==> config.mk <==
export PLATFORM = sky130hd
export DESIGN_NAME = pmu_da_sequencer
export DESIGN_NICKNAME = d
export VERILOG_FILES = /design/src/rtl/pmu_da_sequencer.sv
export SDC_FILE = /design/constraint.sdc
export NUM_CORES = 1
export LEC_CHECK = 0
export CORE_UTILIZATION = 45
export DETAILED_ROUTE_END_ITERATION = 12
export PLACE_DENSITY = 0.72
export SYNTH_ARGS = -nofsm -noshare
export SYNTH_HDL_FRONTEND = slang
export SYNTH_SLANG_ARGS = --single-unit
==> constraint.sdc <==
create_clock -name C_clk -period 4.5 [get_ports C_clk]
set_input_delay 0.9 -clock C_clk [delete_from_list [all_inputs] [get_ports C_clk]]
set_output_delay 0.9 -clock C_clk [all_outputs]
set_load 0.1 [all_outputs]
==> src/rtl/pmu_da_sequencer.sv <==
// PMU analog-test strobe sequencer: drives the DA_test1 pulse, then the
// DA_test2 window with a delayed DA_test3 dip, and reports done or abort.
module pmu_da_sequencer #(
  parameter int PULSE_MIN = 1000,
  parameter int GAP_MIN   = 2
) (
  input  logic        C_clk,
  input  logic        C_rst,
  input  logic        C_start,
  input  logic        C_abort,
  input  logic [15:0] C_pulse_len,
  input  logic [7:0]  C_gap_len,
  input  logic [3:0]  C_trim,
  output logic        DA_test1,
  output logic        DA_test2,
  output logic        DA_test3,
  output logic [3:0]  DA_test4,
  output logic        C_busy,
  output logic        C_done,
  output logic        C_abort_ack,
  output logic [2:0]  dbg_state_o
);

  typedef enum logic [2:0] {
    S_IDLE  = 3'd0,
    S_PULSE = 3'd1,
    S_GAP   = 3'd2,
    S_HOLD  = 3'd3,
    S_DONE  = 3'd4
  } state_e;

  localparam logic [15:0] PMIN = 16'(PULSE_MIN);
  localparam logic [7:0]  GMIN = 8'(GAP_MIN);

  state_e      state_q, state_d;
  logic [15:0] n1_q, n1_d;
  logic [7:0]  n2_q, n2_d;
  logic [15:0] cnt_q, cnt_d;
  logic [3:0]  trim_q, trim_d;
  logic        ack_d;
  logic        pulse_last, gap_last;

  // Widened compare so the counter never needs to wrap even at N1 = 65535.
  assign pulse_last = ({1'b0, cnt_q} + 17'd1) >= {1'b0, n1_q};
  assign gap_last   = (cnt_q + 16'd1) >= {8'd0, n2_q};

  always_comb begin
    state_d = state_q;
    n1_d    = n1_q;
    n2_d    = n2_q;
    cnt_d   = cnt_q;
    trim_d  = trim_q;
    ack_d   = 1'b0;
    case (state_q)
      S_IDLE: begin
        if (C_start && !C_abort) begin
          n1_d    = (C_pulse_len < PMIN) ? PMIN : C_pulse_len;
          n2_d    = (C_gap_len < GMIN) ? GMIN : C_gap_len;
          trim_d  = C_trim;
          cnt_d   = 16'd0;
          state_d = S_PULSE;
        end
      end
      S_PULSE, S_GAP, S_HOLD: begin
        if (C_abort) begin
          state_d = S_IDLE;
          cnt_d   = 16'd0;
          ack_d   = 1'b1;
        end else if ((state_q == S_PULSE) ? pulse_last : gap_last) begin
          cnt_d = 16'd0;
          case (state_q)
            S_PULSE: state_d = S_GAP;
            S_GAP:   state_d = S_HOLD;
            default: state_d = S_DONE;
          endcase
        end else begin
          cnt_d = cnt_q + 16'd1;
        end
      end
      S_DONE:  state_d = S_IDLE;
      default: state_d = S_IDLE;
    endcase
  end

  // Outputs are registered decodes of the next state so they change on the
  // same edge as the state they describe.
  always_ff @(posedge C_clk) begin
    if (C_rst) begin
      state_q     <= S_IDLE;
      n1_q        <= 16'd0;
      n2_q        <= 8'd0;
      cnt_q       <= 16'd0;
      trim_q      <= 4'd0;
      DA_test1    <= 1'b0;
      DA_test2    <= 1'b0;
      DA_test3    <= 1'b1;
      C_busy      <= 1'b0;
      C_done      <= 1'b0;
      C_abort_ack <= 1'b0;
    end else begin
      state_q     <= state_d;
      n1_q        <= n1_d;
      n2_q        <= n2_d;
      cnt_q       <= cnt_d;
      trim_q      <= trim_d;
      DA_test1    <= (state_d == S_PULSE);
      DA_test2    <= (state_d == S_GAP) || (state_d == S_HOLD);
      DA_test3    <= (state_d != S_HOLD);
      C_busy      <= (state_d == S_PULSE) || (state_d == S_GAP) || (state_d == S_HOLD);
      C_done      <= (state_d == S_DONE);
      C_abort_ack <= ack_d;
    end
  end

  assign DA_test4    = trim_q;
  assign dbg_state_o = state_q;

endmodule
==> results.yml, run 1 <==
status:
  run_status: "complete, no violations"
logic_synthesis:
  yosys_warnings: 0
  synth_area_leaders: "dfxtp_1 36%, ha_1 9.8%, nand2_1 6.6%"
  synth.top_cell.area_share_pct: 36.0
  ys_ff_latch: 53
  netlist_area_sq_um: 2950
  yosysMostFrequentCell: "dfxtp_1"
  synth_edf_count: 0
  synth_ff_type: "dfxtp_1"
  async_flop_share_pct: 0
  yosysSeqAreaShare_pct: 36.0
  synth_nets: 402
  synth_cell_types: 54
  netlist_instances: 347
  synth_area_per_cell_sq_um: 8.50
  yosys.area.top_type: "dfxtp_1"
  synth_commonest_cells: "53 x dfxtp_1, 52 x nand2_1, 28 x inv_1, 28 x nor2_1"
job:
  max-cap-violations: 0
placement:
  dp_hpwl_um: 4840
  pre_cts_ws_ns: 0.954
  portBuffers: 44
  placed_cell_area_sq_um: 3430
  gp_congestion: 0.871
worst_setup_path:
  worst_setup_path_start_kind: "flip-flop"
  worstPathArrival_ns: 3.77
  worstPathRequired_ns: 4.71
  path_max_fanout: 7
  critPathKind: "reg2reg"
  cpPeakStageDelay_ns: 0.51
  cp-end-kind: "flip-flop"
  path_delay_family: "simple AND/OR/NAND/NOR gates"
  cp.buffers_inverters: 0
  slowest_stage: "a2111oi_4"
  crit_path_cell_trace: "nand4_1, nor2_1, nand3_1, nor3_1, xor2_1, ha_1, or4b_1, a21oi_2, o41a_4, nand2b_2, a2111oi_4, o21ai_2, a2111oi_2"
finish:
  fillers: 574
  multi_input_area_sq_um: 1710
  nets: 440
  syn_to_final_growth_pct: 19.4
  regArea_sq_um: 1060
  n_antenna_cell: 0
  stdcell_area_sq_um: 3520
  drive_gt1_share_pct: 7.01
clocking:
  clock-sinks: 53
  cts_setup_buffers: 0
  clkTransAtPathRegs_ns: 0.09
  cts_buffers: 5
  holdBufCountCts: 0
  clockBufferDepth: 2
  clock_latency_ns: 0.30
  cts_root_buffer: "clkbuf_8"
  tritoncts: "built"
  h-tree-depth: 2
  cts-resized-gates: 0
power:
  power.leakage_nw: 1.35
  ir_drop_v: 0.000152
  p_total_mw: 0.956
  power_density_nw_per_um2: 272
floorplanning:
  rows: 29
  fp.dieW_um: 82.9
  die_y_um: 82.9
  dieArea_sq_um: 6880
  ios: 45
  core_sq_um: 6350
  initial_utilization_pct: 46.4
timing:
  setup_tns_ns: 0
  fin_skew_ns: 0.00704
  period_needed_ns: 3.57
  maxSlewHeadroom_pct: 25.0
  finalWorstSetupSlack_ns: 0.935
  finalSetupViolCount: 0
  fin_crit_sh_pct: 79.2
  tightest_slew_ns: 1.12
  rsz0062_at_grt: "false"
  final-hold-violation-count: 0
  whs_ns: 0.460
  fmax_mhz: 280
  report.final.slew_viol_count: 0
route:
  routed_via_density: 5.53
  routedWlPerCell_um: 13.8
  drc: 0
  drtPass1Iterations: 5
  ant_nets: 0
  vias: 2553
  drtIter0Drc: 122
  routed_wl_um: 6390
global_route:
  globalRouteTotalUtil_pct: 19.7
  overflow: 0
  first_global_vias: 2390
  grt_pass1_wl_um: 11200
  antenna_found_initial: 0
  grt_max_degree: 36
min_path:
  hp-class: "reg2reg"
[cell usage in the layout, fill, tap and decap left out, types with 2 or more instances in the layout]
cell type        netlist  routed
dfxtp_1               53      53
nand2_1               52      52
clkdlybuf4s50_1        0      44
inv_1                 28      28
nor2_1                28      28
a21oi_1               23      23
ha_1                  23      23
a32o_1                13      13
nor3_1                10      10
nand3_1                8       8
xnor2_1                8       8
xor2_1                 7       7
nand4_1                6       6
clkbuf_8               0       6
a21o_1                 5       5
o22ai_1                5       5
a22oi_1                5       5
o21ai_0                4       4
mux2i_1                4       4
nor4_1                 4       4
o21ai_1                4       4
o211ai_1               3       3
a221oi_1               3       3
buf_4                  0       3
nor4_2                 2       2
a211oi_1               2       2
nand2b_1               2       2
o31ai_1                2       2
or2_2                  2       2
[worst reg2reg max path, stage by stage (launching register included)]
cell       delay, ns
dfxtp_1         0.47
nand4_1         0.23
nor2_1          0.20
nand3_1         0.13
nor3_1          0.27
xor2_1          0.13
ha_1            0.20
or4b_1          0.49
a21oi_2         0.14
o41a_4          0.19
nand2b_2        0.08
a2111oi_4       0.51
o21ai_2         0.14
a2111oi_2       0.29
[registers in the layout (all words and copies together) (netlist names)]
signal,flops
n1_q,16
DA_test1,1
cnt_q,16
DA_test3,1
DA_test4,4
dbg_state_o,3
C_busy,1
DA_test2,1
C_abort_ack,1
C_done,1
n2_q,8
[path summary, 6_finish.rpt]
check | startpoint | to | slack [ns] | depth (start not counted)
max | cnt_q[2] | DA_test1 | 0.93 | 13
min | n2_q[3] | n2_q[3] | 0.46 | 2
max reg2reg | cnt_q[2] | DA_test1 | 0.93 | 13
min reg2reg | n2_q[3] | n2_q[3] | 0.46 | 2
[through the flow]
| step | utilization (%) | cells |
|---|---|---|
| after floorplan | - | 347 |
| after global placement | 54.0 | 455 |
| after detailed placement | 54.0 | 455 |
| after CTS | 55.4 | 462 |
| after global routing | 55.4 | 462 |
| final | 55.4 | 462 |
[area by class of cell]
cell class / count / share of cell area [%]
clock inverters: 1 / 0.213
inverters: 28 / 2.99
repair buffers: 47 / 13.1
well taps: 77 / 2.74
clock buffers: 6 / 2.35
flip-flops and latches: 53 / 30.1
multi-input cells: 250 / 48.4
[power breakdown]
group | internal, mW | switching, mW | total [mW]
clock | 0.122 | 0.150 | 0.272
combinational | 0.0742 | 0.115 | 0.189
sequential | 0.485 | 0.0105 | 0.495
total | 0.681 | 0.275 | 0.956
[per-layer routing]
metal  global-route usage, %  vias to the layer above  wire length, um
li1                        -                     1319                -
met1                    27.2                     1145             3050
met3                    3.88                        2              424
met2                    31.2                       87             2890
met5                       0                        -                0
met4                    5.80                        0               31
[cell families after synthesis]
| logic type | share of synthesized area [%] |
|---|---|
| DFF | 36.0 |
| AOI/OAI and AO/OA | 20.8 |
| buffers and inverters | 6.15 |
| adders and majority gates | 9.76 |
| and+or+nand+nor | 21.5 |
| xor gates and xnor gates | 4.46 |
| muxes | 1.36 |
Power figures use the tool's default switching activity.
==> run 2: changes to the inputs <==
Settings changed: PLACE_DENSITY 0.72 to 0.75.
Clock period 4.5 ns to 3.15 ns, I/O delays scaled along.
==> run 2 against run 1 <==
Effect of this change:
- wire length rose by 17%
- via count rose by 8.9%
- flip-flop and latch count did not move
- final area rose by 13%
- clock skew rose by 0.0018 ns
- highest routed layer unchanged
==> results.yml, run 2 (synthesis gave the netlist of run 1 again) <==
timing:
  fmax_mhz: 325
  period_needed_ns: 3.08
  fin_skew_ns: 0.00885
  rsz0062_at_grt: "true"
  finalSetupViolCount: 0
  report.final.slew_viol_count: 0
  final-hold-violation-count: 0
  fin_crit_sh_pct: 97.7
  maxSlewHeadroom_pct: 12.5
  tightest_slew_ns: 1.31
  whs_ns: 0.460
worst_setup_path:
  worst_setup_path_start_kind: "flip-flop"
  slowest_stage: "dfxtp_4"
  worstPathRequired_ns: 3.40
  cp-end-kind: "flip-flop"
  crit_path_cell_trace: "nand2_1, buf_4, nor2_4, xor2_2, buf_4, ha_1, a21o_1, a21o_1, a221oi_1, and4b_1, buf_4, a32oi_2, nand2_2, buf_12, a32o_1"
  path_max_fanout: 14
  r2r_start: "cnt_q[0]"
  critPathKind: "reg2reg"
  crit_top_cell: "buf_4"
  worstPathArrival_ns: 3.32
  cpPeakStageDelay_ns: 0.38
  startpoint: "cnt_q[0]"
power:
  power.leakage_nw: 1.65
  p_seq_share_pct: 46.7
  ir_drop_v: 0.000246
  switching_share_pct: 27.9
  power_density_nw_per_um2: 378
  clkPwrFrac_pct: 32.1
  p_total_mw: 1.51
  pwr-share-comb_pct: 21.1
  internal_power_mw: 1.09
  p_switching_mw: 0.421
floorplanning:
  core_sq_um: 6350
  die_y_um: 82.9
  initial_utilization_pct: 46.4
  ios: 45
  dieArea_sq_um: 6880
  rows: 29
  fp.dieW_um: 82.9
placement:
  placed_cell_area_sq_um: 3620
  gp_congestion: 0.855
  dp_hpwl_um: 5420
  portBuffers: 44
clocking:
  clock-sinks: 53
  clock_latency_ns: 0.31
  tritoncts: "built"
  clkTransAtPathRegs_ns: 0.10
  cts_buffers: 5
  cts_root_buffer: "clkbuf_8"
  clockBufferDepth: 2
  h-tree-depth: 2
  holdBufCountCts: 0
route:
  drtPass1Iterations: 5
  drtIter0Drc: 159
  drc: 0
  wl_met2_um: 3540
  routedWlPerCell_um: 15.0
  routed_wl_um: 7450
  route.met3.wl_um: 281
  ant_nets: 0
  wl_met1_um: 3500
  vias: 2779
  routed_via_density: 5.60
  highest_layer: "met4"
min_path:
  hp-start: "DA_test4[1]"
  hp-class: "reg2reg"
global_route:
  globalRouteTotalUtil_pct: 21.7
  antenna_found_initial: 0
  grt_pass1_wl_um: 12200
  first_global_vias: 2650
  grt_max_degree: 30
  overflow: 0
finish:
  largestRegisters: "cnt_q: 16 flops, n1_q: 16 flops, n2_q: 8 flops"
  stdcell_area_sq_um: 3990
  n_antenna_cell: 0
  drive_gt1_share_pct: 25.8
  nets: 473
  fillers: 520
  final_cell_mix: "49 x nand2_1, 48 x buf_4, 45 x dfxtp_1, 31 x clkdlybuf4s50_1, 27 x inv_1"
  syn_to_final_growth_pct: 35.2
  final_common_cell: "nand2_1"
  fin_util_pct: 62.8
status:
  run_status: "complete, no violations"
job:
  max-cap-violations: 0
==> run 2: final cells by class <==
class,count,area (sq um),area share (%)
Multi-Input combinational cell,250,1900,47.6
Sequential cell,53,1080,27.1
Timing Repair Buffer,80,691,17.3
Inverter,28,105,2.64
Tap cell,77,96.3,2.42
Clock buffer,7,86.3,2.17
Clock inverter,1,30.0,0.753
==> run 2: what timing repair did <==
| action | 4_1_cts | 5_1_grt |
|---|---|---|
| endpoints found under the setup margin | 22 | 24 |
| gates resized for setup | 8 | 37 |
| buffers inserted | 0 | 6 |
| pin swaps | 4 | 25 |
==> run 2: power by group through the flow <==
stage	Clock (mW)	Sequential (mW)	Combinational (mW)
CTS	0.488	0.708	0.294
global placement	0	0.722	0.287
global route	0.515	0.708	0.345
floorplan	0	0.760	0.150
detailed placement	0	0.723	0.291
finish	0.484	0.705	0.318
==> run 2: critical path: cells and delay by family (launching register included) <==
family,cells,cell delay (ns)
and+or+nand+nor,4,0.63
xor gates and xnor gates,1,0.20
DFF,1,0.38
adders and majority gates,1,0.23
buffers and inverters,4,0.59
AOI/OAI and AO/OA,5,0.96
==> run 2: worst paths after layout <==
check | depth (start not counted) | slack [ns] | to
worst min register to register | 2 | 0.46 | DA_test4[1]
worst max-delay path | 15 | 0.07 | cnt_q[7]
worst min-delay path | 2 | 0.46 | DA_test4[1]
worst max register to register | 15 | 0.07 | cnt_q[7]
==> run 2: stage by stage <==
step / TNS [ns] / setup slack (ns) / instances
after CTS: 0 / 0.00708 / 490
after global placement: -0.230 / -0.0765 / 482
after floorplan: 0 / 0.00359 / 347
after detailed placement: -0.577 / -0.0970 / 482
after global routing: -0.179 / -0.0785 / 496
final: 0 / 0.0717 / 496
==> run 2: layer usage <==
| layer | track usage, % | up-vias |
|---|---|---|
| met5 | 0 | - |
| met4 | 7.52 | 0 |
| met3 | 2.98 | 11 |
| met2 | 35.6 | 78 |
| met1 | 29.2 | 1304 |
| li1 | - | 1386 |
==> run 3: changes to the inputs <==
Settings changed: ABC_AREA set to 1, PLACE_DENSITY 0.75 to 0.74.
==> run 3 against run 2 <==
Effect of this change:
- critical path type unchanged
- via count is 11% higher
- clock power is 26% lower
- sequential power grew 0.7%
- combinational power about the same
- clock skew fell by 0.00072 ns
- wire length grew 5.7%
- register-to-register slack improved by 0.19 ns
- power down 7.8%
- die area rose by 12%
==> results.yml, run 3 <==
status:
  run_status: "complete, no violations"
placement:
  placed_cells: 597
  portBuffers: 44
  pre_cts_ws_ns: 0.194
  gp_congestion: 0.895
  dp_hpwl_um: 6070
logic_synthesis:
  synth_commonest_cells: "94 x nand2_1, 74 x inv_1, 53 x dfxtp_1"
  ys_ff_latch: 53
  yosysSeqAreaShare_pct: 32.0
  synth_ff_type: "dfxtp_1"
  synthXorXnorAreaFrac_pct: 1.81
  synth_nets: 517
  yosysMostFrequentCell: "nand2_1"
  netlist_area_sq_um: 3320
  synth_top_family_by_area: "simple AND/OR/NAND/NOR gates"
  yosys.area.top_type: "dfxtp_1"
  yosys_warnings: 0
  synth_area_per_cell_sq_um: 7.18
  synthMuxAreaShare_pct: 0
  synth.top_cell.area_share_pct: 32.0
  async_flop_share_pct: 0
  synth_compound_area_share_pct: 14.0
  synth_fa_ha_area_share_pct: 8.67
  synth_cell_types: 34
  netlist_instances: 462
  synthSimpleGateAreaFrac_pct: 32.7
  synth_edf_count: 0
  synth_area_leaders: "dfxtp_1 32%, nand2_1 11%, ha_1 8.7%"
worst_setup_path:
  worstPathRequired_ns: 3.33
  crit_path_cell_trace: "ha_1, nand2_2, nor2_2, nand2_1, xnor2_2, ha_1, nand2_1, nor3_1, nand2_1, nor2_1, nand2_1, nor2_1, nand3_1, nand2_1, inv_2, nand2_4, nand2_8, nand2_2, nand3_2, nand3b_1"
  path_delay_family: "simple AND/OR/NAND/NOR gates"
  worst_setup_path_start_kind: "flip-flop"
  worstPathArrival_ns: 3.07
  crit_top_cell: "nand2_1"
  path_max_fanout: 18
  slowest_stage: "dfxtp_2"
  cp.buffers_inverters: 1
  cpPeakStageDelay_ns: 0.41
  cp-end-kind: "flip-flop"
  critPathKind: "reg2reg"
clocking:
  h-tree-depth: 2
  clock_latency_ns: 0.30
  clockBufferDepth: 2
  clock-sinks: 53
  tritoncts: "built"
  holdBufCountCts: 0
  clkTransAtPathRegs_ns: 0.09
  cts_buffers: 5
  cts_root_buffer: "clkbuf_8"
global_route:
  antenna_found_initial: 0
  overflow: 0
  grt_max_degree: 46
  globalRouteTotalUtil_pct: 22.0
  first_global_vias: 2910
  grt_pass1_wl_um: 13300
finish:
  regArea_sq_um: 1070
  fillers: 656
  drive_gt1_share_pct: 18.1
  multi_input_area_sq_um: 1910
  final_common_cell: "nand2_1"
  final_cell_mix: "94 x nand2_1, 74 x inv_1, 47 x dfxtp_1, 33 x nor2_1, 32 x a21oi_1"
  syn_to_final_growth_pct: 18.7
  nets: 564
  layoutNonFillerInstCount: 604
  n_antenna_cell: 0
  fin_util_pct: 56.7
  largestRegisters: "cnt_q: 16 flops, n1_q: 16 flops, n2_q: 8 flops"
timing:
  period_needed_ns: 2.89
  finalSetupViolCount: 0
  tightest_slew_ns: 0.445
  rsz0062_at_grt: "false"
  final-hold-violation-count: 0
  fin_skew_ns: 0.00813
  finalWorstSetupSlack_ns: 0.257
  maxSlewHeadroom_pct: 70.1
  fmax_mhz: 346
  report.final.slew_viol_count: 0
  setup_tns_ns: 0
  fin_crit_sh_pct: 91.8
job:
  max-cap-violations: 0
floorplanning:
  core_sq_um: 6940
  rows: 30
  dieArea_sq_um: 7720
  initial_utilization_pct: 47.8
  ios: 45
  fp.dieW_um: 87.9
  die_y_um: 87.9
route:
  drc: 0
  routed_via_density: 5.09
  routedWlPerCell_um: 13.0
  drtPass1Iterations: 5
  routed_wl_um: 7870
  vias: 3074
  drtIter0Drc: 173
  ant_nets: 0
power:
  ir_drop_v: 0.000204
  power.leakage_nw: 1.71
  power_density_nw_per_um2: 353
min_path:
  hp-class: "reg2reg"
-- run 3: cell count changes in the layout (fill, tap and decap cells not counted), sizes merged, moves of 5 or more --
cell and delta:
a211oi +6, a21oi +18, a22oi -5, a32o -13, buf -27, inv +49, nand2 +56, nand3 +30
nor2 +15, o21ai +7, o22ai -5, xnor2 -6
-- run 3: kinds of logic (layout without fill, tap and decap cells) --
group                      count (synthesis)  in the layout
and+or+nand+nor                          213            213
buffers and inverters                     91            137
AOI/OAI and AO/OA                         76             76
DFF                                       53             53
adders and majority gates                 23             23
xor gates and xnor gates                   6              6
-- run 3: cell type report --
type	instances	share of cell area, %
Clock buffer	5	1.75
Clock inverter	1	0.127
Inverter	78	7.47
Multi-Input combinational cell	318	48.4
Sequential cell	53	27.1
Tap cell	96	3.05
Timing Repair Buffer	53	12.1
-- run 3: layer usage --
layer / vias to the layer above / GRT usage, % / share of wire, %
met1: 1403 / 29.0 / 48
met2: 71 / 38.3 / 48
met3: 8 / 2.83 / 3.8
li1: 1592 / - / -
met4: 0 / 4.62 / 0.89
met5: - / 0 / 0
-- run 3: power by group --
part / leakage [nW] / switching [mW] / internal (mW)
Combinational: 1.24 / 0.208 / 0.112
Clock: 0.0399 / 0.213 / 0.147
Sequential: 0.435 / 0.0119 / 0.698
-- run 3: worst register-to-register path, cell delays in order (launching register included) --
cell and delay [ns]:
dfxtp_2 0.41, ha_1 0.22, nand2_2 0.09, nor2_2 0.15, nand2_1 0.11, xnor2_2 0.16, ha_1 0.33, nand2_1 0.06
nor3_1 0.15, nand2_1 0.07, nor2_1 0.08, nand2_1 0.06, nor2_1 0.10, nand3_1 0.08, nand2_1 0.08, inv_2 0.05
nand2_4 0.08, nand2_8 0.13, nand2_2 0.10, nand3_2 0.09, nand3b_1 0.18
-- run 3: path summary, 6_finish.rpt --
| kind | from | to | slack [ns] | depth (start not counted) |
|---|---|---|---|---|
| worst min-delay path | DA_test4[2] | DA_test4[2] | 0.47 | 2 |
| worst max-delay path | cnt_q[0] | DA_test3 | 0.26 | 20 |
| worst min register to register | DA_test4[2] | DA_test4[2] | 0.47 | 2 |
| worst max register to register | cnt_q[0] | DA_test3 | 0.26 | 20 |
-- run 3: what timing repair did --
action / 4_1_cts / 5_1_grt
resized for setup: 0 / 8
endpoints found under the setup margin: 0 / 4
setup buffers: 0 / 1
-- run 3: per-stage QoR --
stage	power, mW	instance area [sq um]	hold WS (ns)
5_1_grt	1.46	3940	0.500
2_1_floorplan	0.950	3320	0.435
6_report	1.39	3940	0.468
3_3_place_gp	1.03	3840	0.453
3_5_place_dp	1.04	3840	0.456
4_1_cts	1.40	3910	0.471
